<file path="src/rtl/uart_tx.sv">
// UART transmitter with configurable 5-8 data bits, optional odd/even parity,
// one or two stop bits and CTS gating at frame start. 16 ticks per bit.
module uart_tx #(
  parameter int CLK_FREQ  = 50_000_000,
  parameter int BAUD_RATE = 115200
) (
  input  logic       clk,
  input  logic       reset_n,
  input  logic [1:0] data_bit_num,
  input  logic       stop_bit_num,
  input  logic       parity_en,
  input  logic       parity_type,
  input  logic [7:0] tx_data,
  input  logic       tx_start,
  input  logic       cts_n,
  output logic       tx,
  output logic       tx_busy,
  output logic       tx_done
);

  localparam int DIV = CLK_FREQ / (16 * BAUD_RATE);
  localparam int TW  = (DIV > 1) ? $clog2(DIV) : 1;
  localparam logic [TW-1:0] TICK_LAST = TW'(DIV - 1);

  typedef enum logic [2:0] {IDLE, START, DATA, PARITY, STOP} state_t;

  state_t          state_reg, state_next;
  logic [TW-1:0]   tick_cnt_reg, tick_cnt_next;
  logic [3:0]      sample_cnt_reg, sample_cnt_next;
  logic [2:0]      bit_cnt_reg, bit_cnt_next;
  logic            stop_cnt_reg, stop_cnt_next;
  logic [7:0]      data_reg;
  logic [1:0]      nbits_reg;
  logic            stop2_reg;
  logic            par_en_reg;
  logic            par_even_reg;
  logic            tx_reg, tx_next;
  logic            busy_reg, busy_next;
  logic            done_reg, done_next;

  logic            accept;
  logic            tick;
  logic            bit_end;
  logic            last_data;
  logic            last_stop;
  logic [7:0]      sent_bits;
  logic            parity_bit;

  assign accept    = (state_reg == IDLE) && tx_start && !cts_n;
  assign tick      = (tick_cnt_reg == TICK_LAST);
  assign bit_end   = tick && (sample_cnt_reg == 4'd15);
  assign last_data = (bit_cnt_reg == (3'd4 + {1'b0, nbits_reg}));
  assign last_stop = (stop_cnt_reg == stop2_reg);

  // Only the bits actually placed on the line contribute to parity.
  assign sent_bits  = data_reg & (8'hFF >> (2'd3 - nbits_reg));
  assign parity_bit = (^sent_bits) ^ ~par_even_reg;

  always_ff @(posedge clk or negedge reset_n) begin
    if (!reset_n) begin
      state_reg <= IDLE;
    end else begin
      state_reg <= state_next;
    end
  end

  always_comb begin
    state_next = state_reg;
    case (state_reg)
      IDLE:    if (accept) state_next = START;
      START:   if (bit_end) state_next = DATA;
      DATA:    if (bit_end && last_data) state_next = par_en_reg ? PARITY : STOP;
      PARITY:  if (bit_end) state_next = STOP;
      STOP:    if (bit_end && last_stop) state_next = IDLE;
      default: state_next = IDLE;
    endcase
  end

  always_comb begin
    tick_cnt_next   = tick_cnt_reg;
    sample_cnt_next = sample_cnt_reg;
    bit_cnt_next    = bit_cnt_reg;
    stop_cnt_next   = stop_cnt_reg;
    if (accept) begin
      tick_cnt_next   = '0;
      sample_cnt_next = '0;
      bit_cnt_next    = '0;
      stop_cnt_next   = 1'b0;
    end else if (state_reg != IDLE) begin
      tick_cnt_next = tick ? '0 : tick_cnt_reg + 1'b1;
      if (tick) sample_cnt_next = sample_cnt_reg + 4'd1;
      if (bit_end && state_reg == DATA)
        bit_cnt_next = last_data ? 3'd0 : bit_cnt_reg + 3'd1;
      if (bit_end && state_reg == STOP)
        stop_cnt_next = ~stop_cnt_reg;
    end
  end

  // Line level is computed from the upcoming state so tx comes straight off a flop.
  always_comb begin
    tx_next   = 1'b1;
    busy_next = (state_next != IDLE);
    done_next = (state_reg == STOP) && (state_next == IDLE);
    case (state_next)
      START:   tx_next = 1'b0;
      DATA:    tx_next = data_reg[bit_cnt_next];
      PARITY:  tx_next = parity_bit;
      default: tx_next = 1'b1;
    endcase
  end

  always_ff @(posedge clk or negedge reset_n) begin
    if (!reset_n) begin
      tick_cnt_reg   <= '0;
      sample_cnt_reg <= '0;
      bit_cnt_reg    <= '0;
      stop_cnt_reg   <= 1'b0;
      data_reg       <= '0;
      nbits_reg      <= '0;
      stop2_reg      <= 1'b0;
      par_en_reg     <= 1'b0;
      par_even_reg   <= 1'b0;
      tx_reg         <= 1'b1;
      busy_reg       <= 1'b0;
      done_reg       <= 1'b0;
    end else begin
      tick_cnt_reg   <= tick_cnt_next;
      sample_cnt_reg <= sample_cnt_next;
      bit_cnt_reg    <= bit_cnt_next;
      stop_cnt_reg   <= stop_cnt_next;
      if (accept) begin
        data_reg     <= tx_data;
        nbits_reg    <= data_bit_num;
        stop2_reg    <= stop_bit_num;
        par_en_reg   <= parity_en;
        par_even_reg <= parity_type;
      end
      tx_reg   <= tx_next;
      busy_reg <= busy_next;
      done_reg <= done_next;
    end
  end

  assign tx      = tx_reg;
  assign tx_busy = busy_reg;
  assign tx_done = done_reg;

endmodule
</file>
<file path="config.mk">
export PLATFORM = sky130hd
export DESIGN_NAME = uart_tx
export DESIGN_NICKNAME = d
export VERILOG_FILES = /design/src/rtl/uart_tx.sv
export SDC_FILE = /design/constraint.sdc
export NUM_CORES = 1
export LEC_CHECK = 0
export BUFFER_PORTS_ARGS = -buffer_cell sky130_fd_sc_hd__buf_4
export CORE_MARGIN = 8
export CORE_UTILIZATION = 57
export CTS_CLUSTER_SIZE = 28
export DETAILED_ROUTE_END_ITERATION = 12
export PLACE_DENSITY_LB_ADDON = 0.25
export SETUP_SLACK_MARGIN = 0.3
export SLEW_MARGIN = 30
export SYNTH_ARGS = -nofsm -noshare
export SYNTH_HDL_FRONTEND = slang
export SYNTH_SLANG_ARGS = --single-unit
</file>
<file path="constraint.sdc">
create_clock -name clk -period 3.6 [get_ports clk]
set_input_delay 0.9 -clock clk [delete_from_list [all_inputs] [get_ports clk]]
set_output_delay 0.9 -clock clk [all_outputs]
set_load 0.03 [all_outputs]
</file>
==> impl_metrics.csv, run 1 <==
group,metric,value,unit
sta,fmax,434.2,MHz
layout,layout-drive-gt1-share,15.84,%
die,dieArea,4901,sq um
clock_tree,clkTransAtPathRegs,0.11,ns
logic_synthesis,syn_inst,178,
logic_synthesis,netlist_area,1663,sq um
layout,layout.nets,222,
logic_synthesis,synth_warnings,0,
die,initial_core_util,60.30,%
logic_synthesis,synth_edf_count,0,
logic_synthesis,synth.yosys.seq_area_share,48.23,%
logic_synthesis,synth_top_family_by_area,"simple AND/OR/NAND/NOR gates",
sta,tns,0,ns
die,die_h,70.01,um
clock_tree,cts_resized,0,
logic_synthesis,yosysUniqueCellTypes,38,
critical_path,crit_path_end_kind,"flop",
run_status,outcome,"complete, no violations",
sta,skew,0.01056,ns
place,dp_hpwl,2484,um
grt,grt.overflow.total,0,
logic_synthesis,synth_ff_type,"dfrtp_1",
grt,antenna_found_initial,0,
sta,tightest_slew,0.7689,ns
pwr,power_frac_clock,41.8,%
die,core_area,2758,sq um
pwr,power_frac_seq,55.0,%
routing,drt.antenna.violating_nets,0,
pwr,peakVddDrop,352.2,uV
pwr,share_comb_of_total_power,3.1,%
worst_hold_path,hold_path_class,"in -> async",
run,maxCapViolations,0,
logic_synthesis,netlist.area_leader.share,46.65,%
grt,grt_pass1_wl,6016,um
sta,min_period,2.303,ns
die,fp-row-count,19,
sta,fin_crit_sh,63.97,%
layout,utilization,69.37,%
critical_path,startpoint_type,"input pin",
critical_path,worstPathRequired,3.87,ns
clock_tree,htreeDepth,2,
grt,grt.total_usage,14.82,%
clock_tree,cts_tree,"built",
sta,rsz0062_at_grt,"false",
grt,grt_max_degree,33,
logic_synthesis,synth_fp_nets,199,
layout,largest_reg_flops,8,
sta,finalHoldViolations,0,
clock_tree,clock_latency,0.34,ns
clock_tree,cts_hold_buf,0,
routing,vias,1343,
logic_synthesis,synthTopCellsByArea,"dfrtp_1, nand2_1, xnor2_1",
logic_synthesis,synthMuxAreaShare,4.364,%
logic_synthesis,synth-compound-area-share,10.68,%
critical_path,worstPathMaxFanout,15,
place,io_buffers,19,
grt,first_global_vias,1338,
logic_synthesis,synth-xor-area-share,7.374,%
routing,avgRoutedWirePerCell,14.97,um
clock_tree,root_buffer,"clkbuf_4",
critical_path,critical_path_arrival,2.57,ns
sta,finalSetupViolations,0,
pwr,pwr_density_cell,341.2,nW/um^2
place,gp_congestion,0.8148,
routing,avgViaCountPerCell,5.764,
logic_synthesis,synth_fa_ha_area_share,3.010,%
logic_synthesis,yosysMostFrequentCell,"nand2_1",
routing,drt_iter0_markers,108,
logic_synthesis,avgSynthCellArea,9.342,sq um
routing,drt_first_pass_iters,5,
logic_synthesis,synth_top_area_cell,"dfrtp_1",
die,boundaryPins,20,
clock_tree,clkSinkCount,32,
routing,route.detailed.drc,0,
layout,areaGrowthSynthToFinish,15.05,%
critical_path,criticalPathCategory,"in -> reg",
layout,diodes,0,
sta,slew_viol_final,0,
pwr,swShare,21.06,%
logic_synthesis,synth_seq_cells,32,
die,die_w,70.01,um
pwr,p_leak,0.0009303,uW
logic_synthesis,synth_commonest_cells,"nand2_1, dfrtp_1, o21ai_0, nor2_1, xnor2_1",
logic_synthesis,synthSimpleGateAreaFrac,24.98,%
clock_tree,cts_buffers,5,
logic_synthesis,ys_async_sr_fraction,100.0,%
routing,drt-total-wl,3489,um
sta,max-slew-margin-rel,48.74,%
clock_tree,cts_setup_buffers,0,
layout,nFillCells,223,
pwr,p_int,515.2,uW
pwr,switchingPower,137.5,uW
clock_tree,clockBufferDepth,2,
[path summary, 6_finish.rpt]
path | from | to | slack [ns] | cells after the start
min | reset_n | stop_cnt_reg | 0.48 | 1
max | tx_start | tx | 1.30 | 8
min in group clk | par_even_reg | par_even_reg | 0.51 | 2
max in group asynchronous | reset_n | tx | 2.80 | 1
max reg2reg | tick_cnt_reg[0] | tx | 1.30 | 8
min reg2reg | par_even_reg | par_even_reg | 0.51 | 2
[placed cells by master (no fill, tap or decap), drive strengths merged, types with 2 or more instances in the layout]
master	instances
nand4	5
nand3	4
and3	2
clkbuf	5
ha	4
nor3	2
mux2i	6
o211ai	3
inv	3
a31oi	4
xnor2	11
nand3b	2
and2	5
o21ai	15
a21oi	2
nor2b	2
dfrtp	31
nand2	47
nor2	12
buf	19
xor2	3
[worst max-delay path, stage by stage]
cell and delay, ns:
buf_4 0.10, nor2b_1 0.14, nand2_1 0.39, o211ai_2 0.14
o21ai_1 0.26, mux2i_1 0.27, mux2i_1 0.11, a211o_1 0.27
[cells by family (layout without fill, tap and decap cells)]
family	count (synthesis)	count (layout)
multiplexers	6	6
XOR/XNOR	14	14
buffers and inverters	6	30
adder cells (fa/ha/maj)	4	4
AO/OA/AOI/OAI	29	29
flip-flops	32	32
AND/OR/NAND/NOR	87	87
[metal layers]
layer / vias to the layer above / part of all wire [%] / track usage [%]
met1: 646 / 47 / 18.95
met3: 5 / 5.3 / 4.379
met5: - / 0 / 0
li1: 659 / - / -
met2: 33 / 46 / 21.93
met4: 0 / 1.5 / 7.813
[per-stage QoR]
step	cell area, sq um	std cells	total power (uW)	hold slack, ns	setup WS, ns
final	1913	233	652.7	0.4805	1.297
after detailed placement	1833	225	387.1	0.4897	0.9625
after global routing	1913	233	671.1	0.4893	1.138
after global placement	1833	225	386.6	0.4878	1.104
after floorplan	1663	178	367.1	0.4611	1.538
after CTS	1913	233	657.5	0.4740	1.303
[power groups by stage]
| stage | clock, uW | combinational, uW | sequential (uW) |
|---|---|---|---|
| floorplan | 0 | 0.765 | 366 |
| global placement | 0 | 20.3 | 366 |
| detailed placement | 0 | 20.8 | 366 |
| CTS | 277 | 20.9 | 359 |
| global route | 289 | 22.9 | 359 |
| finish | 273 | 20.4 | 359 |
[area by class of cell]
cell class | count | area, sq um | area share, %
clock buffer | 5 | 37.54 | 1.962
inverter | 3 | 11.26 | 0.5886
multi-input combinational | 140 | 838.3 | 43.82
tap | 31 | 38.79 | 2.027
timing repair buffer | 19 | 142.6 | 7.456
sequential | 32 | 802.0 | 41.92
clock inverter | 3 | 42.54 | 2.224
No activity file was read; power rests on OpenSTA's default activity.
==> run 2: changes to the inputs <==
Settings changed: ABC_AREA set to 1, CORE_UTILIZATION 57 to 52.
Clock period 3.6 ns to 2 ns, I/O delays scaled along.
==> run 2 against run 1 <==
Compared with the run above: clock skew grew 0.0024 ns; final area grew 20%; critical path depth grew 6; worst hold slack lost 0.40 ns; largest power group unchanged; routed wire length grew 13%; sequential power grew 80%; global-route usage shrank 1.0 points; largest cell class unchanged.
==> impl_metrics.csv, run 2 <==
group,metric,value,unit
critical_path,crit_family,"simple AND/OR/NAND/NOR gates",
routing,avgRoutedWirePerCell,12.59,um
clock_tree,cts_tree,"built",
routing,vias,1561,
layout,final_common_cell,"nand2_1",
critical_path,crit_path_top_delay_cell,"dfrtp_1",
critical_path,path_buf_inv,2,
routing,drt-total-wl,3953,um
place,dp_hpwl,2479,um
grt,grt_max_degree,33,
critical_path,criticalPathCategory,"reg -> reg",
place,gp_congestion,0.7846,
logic_synthesis,synth_commonest_cells,"nand2_1, dfrtp_1, inv_1, nand3_1",
critical_path,worstPathMaxFanout,6,
run,maxCapViolations,0,
die,core_area,3284,sq um
grt,top_usage_layer,"met2",
logic_synthesis,netlist.area_leader.share,44.32,%
clock_tree,clkTransAtPathRegs,0.10,ns
grt,grt.total_usage,13.81,%
pwr,p_leak,0.001128,uW
routing,drt.antenna.violating_nets,0,
pwr,p_int,873.0,uW
sta,finalHoldViolations,0,
critical_path,startpoint_type,"flop",
routing,route.detailed.drc,0,
layout,nFillCells,255,
logic_synthesis,synth.yosys.seq_area_share,45.82,%
grt,use_met3,5.121,%
logic_synthesis,synth_ff_type,"dfrtp_1",
layout,areaGrowthSynthToFinish,30.81,%
sta,setup_slack,0.1273,ns
logic_synthesis,synth_seq_cells,32,
critical_path,critical_path_arrival,2.15,ns
logic_synthesis,syn_inst,223,
layout,layout-drive-gt1-share,33.21,%
place,post-place-ws,0.1353,ns
grt,use_met1,17.94,%
logic_synthesis,synth_top_area_cell,"dfrtp_1",
pwr,peakVddDrop,410.5,uV
sta,fin_crit_sh,93.63,%
clock_tree,clock_latency,0.34,ns
logic_synthesis,yosysUniqueCellTypes,27,
pwr,pwr_density_cell,484.7,nW/um^2
grt,antenna_found_initial,0,
logic_synthesis,synth_fp_nets,244,
die,dieArea,5479,sq um
place,dp_cells,291,
logic_synthesis,synth_edf_count,0,
clock_tree,cts_buffers,5,
grt,met2_usage,19.04,%
grt,grt_pass1_wl,5747,um
sta,slew_viol_final,0,
logic_synthesis,synthTopCellsByArea,"dfrtp_1, nand2_1, inv_1",
routing,drt_first_pass_iters,4,
clock_tree,clkSinkCount,32,
critical_path,worstPathRequired,2.28,ns
clock_tree,clockBufferDepth,2,
layout,diodes,0,
run_status,outcome,"complete, no violations",
sta,rsz0062_at_grt,"true",
clock_tree,htreeDepth,2,
routing,drt_iter0_markers,78,
critical_path,crit_chain,"inv_1 > ha_2 > nand2_2 > nor2_4 > nand3_4 > nor2_4 > nor2_4 > buf_4 > nand3_1 > nand3_1 > nand2_1 > nand2_1 > nand3_1 > nand3_1",
routing,avgViaCountPerCell,4.971,
sta,finalSetupViolations,0,
layout,final_cells,314,
sta,min_period,1.873,ns
die,boundaryPins,20,
place,io_buffers,19,
grt,grt.overflow.total,0,
logic_synthesis,yosysMostFrequentCell,"nand2_1",
logic_synthesis,netlist_area,1750,sq um
grt,first_global_vias,1336,
sta,skew,0.01300,ns
critical_path,cpMostUsedCell,"nand3_1",
critical_path,slowest_delay,0.39,ns
worst_hold_path,hold_path_class,"in -> async",
sta,tightest_slew,0.4012,ns
die,die_w,74.02,um
logic_synthesis,ys_async_sr_fraction,100.0,%
sta,fmax,534.0,MHz
critical_path,rrSetupSlack,0.13,ns
layout,layout.nets,288,
logic_synthesis,avgSynthCellArea,7.849,sq um
sta,max-slew-margin-rel,73.25,%
layout,final_cell_mix,"nand2_1, buf_4, dfrtp_1",
layout,utilization,69.71,%
pwr,share_comb_of_total_power,3.4,%
logic_synthesis,synth_warnings,0,
layout,largest_reg_flops,8,
die,fp-row-count,21,
die,die_h,74.02,um
pwr,swShare,21.34,%
pwr,power_frac_clock,38.4,%
pwr,power_frac_seq,58.3,%
critical_path,crit_path_end_kind,"flop",
pwr,total_power,1110,uW
die,initial_core_util,53.30,%
pwr,switchingPower,236.8,uW
clock_tree,root_buffer,"clkbuf_4",
run 2: final cells by class:
| type | count | area, sq um | share of cell area [%] |
|---|---|---|---|
| tap | 46 | 57.56 | 2.514 |
| clock buffer | 8 | 68.82 | 3.005 |
| sequential | 32 | 802.0 | 35.03 |
| inverter | 29 | 116.4 | 5.082 |
| multi-input combinational | 160 | 940.9 | 41.09 |
| timing repair buffer | 39 | 304.0 | 13.28 |
run 2: final timing paths:
path | cells after the start | from | end
worst min-delay path | 1 | reset_n | bit_cnt_reg[0]
worst max-delay path | 14 | tick_cnt_reg[0] | tx
max in group asynchronous | 1 | reset_n | tx
min in group clk | 3 | tx_data[7] | data_reg[7]
worst max register to register | 14 | tick_cnt_reg[0] | tx
worst min register to register | 1 | sample_cnt_reg[2] | sample_cnt_reg[2]
run 2: cell families (layout without fill, tap and decap cells):
family,after synthesis,count (layout),share of synthesized area (%)
AO/OA/AOI/OAI,30,30,9.078
XOR/XNOR,9,9,4.503
adder cells (fa/ha/maj),4,4,2.859
buffers and inverters,31,76,6.648
flip-flops,32,32,45.82
AND/OR/NAND/NOR,117,117,31.09
run 2: through the flow:
| stage | setup TNS [ns] | hold slack (ns) | instance area [sq um] |
|---|---|---|---|
| finish | 0 | 0.07696 | 2290 |
| global route | -0.06311 | 0.08387 | 2290 |
| CTS | 0 | 0.07478 | 2105 |
| detailed placement | 0 | 0.4600 | 1981 |
| global placement | 0 | 0.4623 | 1981 |
| floorplan | 0 | 0.2044 | 1750 |
run 2: what timing repair did:
item / CTS / global route
hold buffers: 0 / 0
setup endpoints to repair: 4 / 10
resized for setup: 3 / 30
cloned: 0 / 0
buffers inserted: 6 / 9
pin swaps: 6 / 23
run 2: power by group through the flow:
| stage | combinational, uW | clock, uW | sequential [uW] |
|---|---|---|---|
| 6_report | 37.4 | 426 | 647 |
| 5_1_grt | 42.3 | 470 | 647 |
| 4_1_cts | 37.9 | 438 | 647 |
| 3_5_place_dp | 38.0 | 0 | 659 |
| 3_3_place_gp | 37.7 | 0 | 659 |
| 2_1_floorplan | 1.58 | 0 | 659 |
run 2: worst register-to-register path: cells and delay by family, from the launching register on:
family,cells,cell delay (ns)
adder cells (fa/ha/maj),1,0.16
buffers and inverters,2,0.20
flip-flops,1,0.39
AND/OR/NAND/NOR,11,1.08
run 2: routing by layer:
metal / vias up / wire length (um) / part of all wire, %
li1: 795 / - / -
met1: 731 / 1821 / 46
met2: 28 / 1908 / 48
met3: 7 / 155 / 3.9
met4: 0 / 68 / 1.7
met5: - / 0 / 0
